`config.mk`:
```
export PLATFORM = sky130hd
export DESIGN_NAME = tlul_host_arb
export DESIGN_NICKNAME = d
export VERILOG_FILES = /design/src/rtl/tlul_pkg.sv /design/src/rtl/tlul_host_arb.sv
export SDC_FILE = /design/constraint.sdc
export NUM_CORES = 1
export LEC_CHECK = 0
export BUFFER_PORTS_ARGS = -buffer_cell sky130_fd_sc_hd__buf_2
export CAP_MARGIN = 20
export CORE_AREA = 2 2 266 268
export CTS_BUF_LIST = sky130_fd_sc_hd__clkbuf_16
export DETAILED_ROUTE_END_ITERATION = 6
export DIE_AREA = 0 0 268 270
export PLACE_DENSITY = 0.3
export SKIP_LAST_GASP = 1
export SLEW_MARGIN = 20
export SYNTH_ARGS = -nofsm -noshare
export SYNTH_HDL_FRONTEND = slang
export SYNTH_SLANG_ARGS = --single-unit
```
`constraint.sdc`:
```
create_clock -name clk_i -period 3.1 [get_ports clk_i]
set_input_delay 0 -clock clk_i [delete_from_list [all_inputs] [get_ports clk_i]]
set_output_delay 0 -clock clk_i [all_outputs]
set_load 0.02 [all_outputs]
```
`src/rtl/tlul_pkg.sv`:
```
// Minimal TL-UL channel types shared by the host arbiter and its bench.
package tlul_pkg;

   typedef struct packed {
      logic        a_valid;
      logic [2:0]  a_opcode;
      logic [2:0]  a_param;
      logic [1:0]  a_size;
      logic [7:0]  a_source;
      logic [31:0] a_address;
      logic [3:0]  a_mask;
      logic [31:0] a_data;
      logic        d_ready;
   } tl_h2d_t;

   typedef struct packed {
      logic        d_valid;
      logic [2:0]  d_opcode;
      logic [2:0]  d_param;
      logic [1:0]  d_size;
      logic [7:0]  d_source;
      logic        d_sink;
      logic [31:0] d_data;
      logic        d_error;
      logic        a_ready;
   } tl_d2h_t;

endpackage

```
`src/rtl/tlul_host_arb.sv`:
```
// Round-robin TL-UL host arbiter with in-order D-channel routing back to the issuing host.
// Optional d_source checking is enabled by defining TLUL_ARB_SRC_CHECK_EN.
module tlul_host_arb #(
   parameter int NumHosts       = 4,
   parameter int MaxOutstanding = 4
) (
   input  logic                                clk_i,
   input  logic                                rst_ni,
   input  tlul_pkg::tl_h2d_t [NumHosts-1:0]    tl_h_i,
   output tlul_pkg::tl_d2h_t [NumHosts-1:0]    tl_h_o,
   output tlul_pkg::tl_h2d_t                   tl_d_o,
   input  tlul_pkg::tl_d2h_t                   tl_d_i
`ifdef TLUL_ARB_SRC_CHECK_EN
   ,
   output logic                                src_err_o
`endif
);

   localparam int IdxW = $clog2(NumHosts);
   localparam int PtrW = (MaxOutstanding > 1) ? $clog2(MaxOutstanding) : 1;
   localparam int CntW = $clog2(MaxOutstanding + 1);

   logic [IdxW-1:0] rr_ptr_q, rr_ptr_d;
   logic [IdxW-1:0] grant_idx_q, grant_idx_d;
   logic            grant_lock_q, grant_lock_d;
   logic [PtrW-1:0] wr_ptr_q, wr_ptr_d, rd_ptr_q, rd_ptr_d;
   logic [CntW-1:0] cnt_q, cnt_d;
   logic [IdxW-1:0] fifo_idx_q [MaxOutstanding];

   logic [IdxW-1:0] arb_idx, grant_idx, head;
   logic            full, nonempty, dev_a_valid, dev_d_ready, accept, pop;

   // First requesting host at or after rr_ptr, wrapping at NumHosts.
   always_comb begin
      logic            found;
      logic [IdxW:0]   cand;
      arb_idx = rr_ptr_q;
      found   = 1'b0;
      for (int k = 0; k < NumHosts; k++) begin
         cand = {1'b0, rr_ptr_q} + (IdxW+1)'(k);
         if (cand >= (IdxW+1)'(NumHosts)) cand = cand - (IdxW+1)'(NumHosts);
         if (!found && tl_h_i[cand[IdxW-1:0]].a_valid) begin
            found   = 1'b1;
            arb_idx = cand[IdxW-1:0];
         end
      end
   end

   assign grant_idx   = grant_lock_q ? grant_idx_q : arb_idx;
   assign head        = fifo_idx_q[rd_ptr_q];
   assign full        = (cnt_q == CntW'(MaxOutstanding));
   assign nonempty    = (cnt_q != '0);
   assign dev_a_valid = rst_ni & tl_h_i[grant_idx].a_valid & ~full;
   assign accept      = dev_a_valid & tl_d_i.a_ready;
   assign dev_d_ready = rst_ni & nonempty & tl_h_i[head].d_ready;
   assign pop         = tl_d_i.d_valid & dev_d_ready;

   always_comb begin
      rr_ptr_d     = rr_ptr_q;
      grant_lock_d = grant_lock_q;
      grant_idx_d  = grant_idx;
      wr_ptr_d     = wr_ptr_q;
      rd_ptr_d     = rd_ptr_q;
      cnt_d        = cnt_q;
      if (accept) begin
         rr_ptr_d     = (grant_idx == IdxW'(NumHosts - 1)) ? '0 : grant_idx + 1'b1;
         grant_lock_d = 1'b0;
         wr_ptr_d     = (wr_ptr_q == PtrW'(MaxOutstanding - 1)) ? '0 : wr_ptr_q + 1'b1;
      end else if (dev_a_valid) begin
         grant_lock_d = 1'b1;
      end
      if (pop) begin
         rd_ptr_d = (rd_ptr_q == PtrW'(MaxOutstanding - 1)) ? '0 : rd_ptr_q + 1'b1;
      end
      case ({accept, pop})
         2'b10:   cnt_d = cnt_q + 1'b1;
         2'b01:   cnt_d = cnt_q - 1'b1;
         default: cnt_d = cnt_q;
      endcase
   end

   always_ff @(posedge clk_i) begin
      if (!rst_ni) begin
         rr_ptr_q     <= '0;
         grant_idx_q  <= '0;
         grant_lock_q <= 1'b0;
         wr_ptr_q     <= '0;
         rd_ptr_q     <= '0;
         cnt_q        <= '0;
      end else begin
         rr_ptr_q     <= rr_ptr_d;
         grant_idx_q  <= grant_idx_d;
         grant_lock_q <= grant_lock_d;
         wr_ptr_q     <= wr_ptr_d;
         rd_ptr_q     <= rd_ptr_d;
         cnt_q        <= cnt_d;
      end
   end

   always_ff @(posedge clk_i) begin
      if (accept) fifo_idx_q[wr_ptr_q] <= grant_idx;
   end

`ifdef TLUL_ARB_SRC_CHECK_EN
   logic [7:0] fifo_src_q [MaxOutstanding];

   always_ff @(posedge clk_i) begin
      if (accept) fifo_src_q[wr_ptr_q] <= tl_h_i[grant_idx].a_source;
   end

   assign src_err_o = pop & (tl_d_i.d_source != fifo_src_q[rd_ptr_q]);
`endif

   // Only the granted host sees a_ready; only the FIFO head host sees D traffic.
   always_comb begin
      tl_h_o = '0;
      tl_d_o = '0;
      if (rst_ni) begin
         tl_d_o                    = tl_h_i[grant_idx];
         tl_d_o.a_valid            = dev_a_valid;
         tl_d_o.d_ready            = dev_d_ready;
         tl_h_o[head]              = tl_d_i;
         tl_h_o[head].a_ready      = 1'b0;
         tl_h_o[head].d_valid      = tl_d_i.d_valid & nonempty;
         tl_h_o[grant_idx].a_ready = tl_d_i.a_ready & ~full;
      end
   end

endmodule

```
==> reports/qor.csv <==
metric,value,unit
status,completed,
Synth-to-Final Area Change,96.1,%
"commonest cells after routing, fill and taps aside","buf_2 (691), nor2_1 (209), mux2i_1 (168), o22ai_1 (84), nand2_1 (60)",
kind of end point of the critical path,flip-flop,
"delay-heaviest family, CP",simple AND/OR/NAND/NOR gates,
worst rel slew slack,54.5,%
top flip-flop cell by instance count after synthesis,dfxtp_1,
die width,268,um
master cell of the clock root buffer,clkbuf_16,
type of origin of the critical path,flip-flop,
internal reg-to-reg setup slack,190,ps
number of antenna violations at the first check in global routing,40,
fraction of the yosys area taken by sequential cells,10.7,%
routed via count,8106,
clock-pin slew on the worst setup and hold paths,60,ps
CP arrival,3090,ps
endpoints failing setup,0,
post-place instance area,9380,um2
critical path data required time,3280,ps
area of the placeable core,69500,um2
CTS H-tree depth,1,
maximum number of pins on one net before global-route repair,86,
minimum clock period after layout,2910,ps
final weighted congestion in routability-driven placement,0.869,
worst path buffer plus inverter count,2,
fraction of registers with async set/reset,0,%
Fmax,0.344,GHz
Pleak,5.04,nW
skew final,7.41,ps
final cell area excluding filler cells,9540,um2
clock latency reported for the late side of the worst-skew pair,250,ps
number of clock sinks,22,
deepest clock path buffer count,2,
Min-Delay Path Class,in -> reg,
power density relative to cell area,507,nW/um2
Worst Hold Margin,162,ps
cell count after placement,2291,
Avg Vias per Cell,3.52,
final period utilization,93.8,%
number of global-route vias before repair,7484,
row cnt,97,
Initial Util,6.99,%
IR Drop Worst-Case VDD,0.195,mV
cell with the biggest individual delay on the critical path,or4b_4,
largest stage delay on the critical path,550,ps
"commonest non-fill, non-tap cell in the layout",buf_2,
DRC,0,
total detailed-routing wirelength,45700,um
Post-Synthesis Cell Area,4860,um2
count of mapped cells out of synthesis,708,
worst setup path category,reg -> reg,
number of unique standard cell types used by synthesis,53,
number of cells in the finished layout apart from fillers,2305,
detailed-router iteration count before antenna repair,5,
wire length of the first global-routing pass,58700,um
Die Y,270,um
count of antenna-violating nets left after detailed routing,0,
cts bufs inserted,3,
Final Slew Violations,0,
Total Negative Setup Slacks,0,ps
cell-by-cell listing of the critical path,or4b_4 -> a32oi_2 -> nor4_2 -> nand2_1 -> nand2_4 -> inv_1 -> ha_1 -> inv_1 -> fa_1 -> xor2_1 -> or3_1 -> a21boi_0,
routed wirelength normalized by instance count,19.8,um
area of the die,72400,um2
most used cell along the critical path,inv_1,
Top-Level Pins,692,
leftover overflow at the end of global routing,0,
number of failing hold endpoints at the final stage,0,
global routing usage summed across all routing layers,11.5,%
Slew @ Worst Pin,683,ps
number of register bits inferred by synthesis,22,
Buffers on Ports,691,
biggest fanout along the worst timing path,9,
final net count,1767,
number of enable flip-flop cells after synthesis,8,
count of routing violations after the opening detailed-route iteration,375,
count of warnings emitted by yosys,0,
layout cells sized above 1,54.9,%
number of maximum-capacitance constraint violations,0,
mean instance size in the synthesized netlist,6.87,um2
total design power,4.83,mW
clock tree from TritonCTS,built,
syn nets,1117,
final HPWL from detailed placement,40200,um
## power breakdown
| group | internal, mW | total [mW] | leakage (nW) | switching, mW |
|---|---|---|---|---|
| clock | 0.172 | 0.265 | 0.0386 | 0.0932 |
| combinational | 1.56 | 4.16 | 4.82 | 2.59 |
| sequential | 0.359 | 0.412 | 0.189 | 0.0537 |
| total | 2.09 | 4.83 | 5.04 | 2.74 |
## routing by layer
layer  track usage [%]  vias to the layer above  routed length (um)
li1                  -                     3805                   -
met2              22.4                      578               23900
met3              3.26                      106                3930
met4              4.75                       14                1960
met5                 0                        -                  88
met1              11.2                     3603               15800
## cell usage after synthesis, drive strengths merged, types with 2 or more instances
cell,n,area (um2)
nor2,209,785
mux2i,168,1680
o22ai,84,526
nand2,64,245
clkbuf,38,143
buf,31,220
dfxtp,14,280
inv,14,52.6
and2,12,75.1
ha,10,125
edfxtp,8,240
o21ai,8,40.0
nand2b,4,27.5
mux4,3,67.6
nand3,3,15.0
nor2b,3,18.8
o31ai,3,22.5
and3,2,12.5
o211ai,2,15.0
o311a,2,20.0
## timing repair
action                                  CTS  global route
buffers inserted                          0             1
hold buffers                              1             0
endpoints found under the setup margin    0             1
hold endpoints to repair                  1             0
resized for setup                         0            10
## layout make-up
| cell class | instances | area [um2] |
|---|---|---|
| multi-input combinational | 603 | 3990 |
| clock buffer | 3 | 75.1 |
| inverter | 14 | 52.6 |
| antenna | 8 | 20.0 |
| timing repair buffer | 714 | 3700 |
| fill | 8202 | 60000 |
| tap | 940 | 1180 |
| clock inverter | 1 | 3.75 |
| sequential | 22 | 524 |
## logic make-up (layout without fill, tap and decap cells)
logic type / after synthesis / in the layout / share of synthesized area, %
simple gates: 303 / 303 / 25.3
buf+inv: 83 / 732 / 8.54
flops: 22 / 22 / 10.7
other cells: 0 / 8 / 0
fa+ha+maj: 11 / 11 / 2.99
xor+xnor: 2 / 2 / 0.360
mux: 171 / 171 / 36.0
compound gates: 116 / 116 / 16.1
## through the flow
stage | utilization, % | setup WS (ps)
after CTS | 13.6 | 82.7
after global routing | 13.7 | -6.22
after detailed placement | 13.5 | 110
after floorplan | - | 357
final | 13.7 | 191
after global placement | 13.5 | 163
## state kept, by name (all words and copies together), names as in the netlist, named ones only
| name | count |
|---|---|
| grant_idx_q | 2 |
| cnt_q | 3 |
| rd_ptr_q | 2 |
| grant_lock_q | 1 |
| rr_ptr_q | 2 |
| fifo_idx_q | 8 |
| wr_ptr_q | 2 |
## tightest hold or removal path: stages
cell,delay [ps]
buf_2,180
nand3_1,110
nand2_1,60
## path summary, 6_finish.rpt
check,depth (start not counted),from,end
max,12,rr_ptr_q[1],cnt_q[2]
min,3,rst_ni,rd_ptr_q[1]
max reg2reg,12,rr_ptr_q[1],cnt_q[2]
min reg2reg,2,wr_ptr_q[1],wr_ptr_q[1]
No activity file was read; power rests on OpenSTA's default activity.
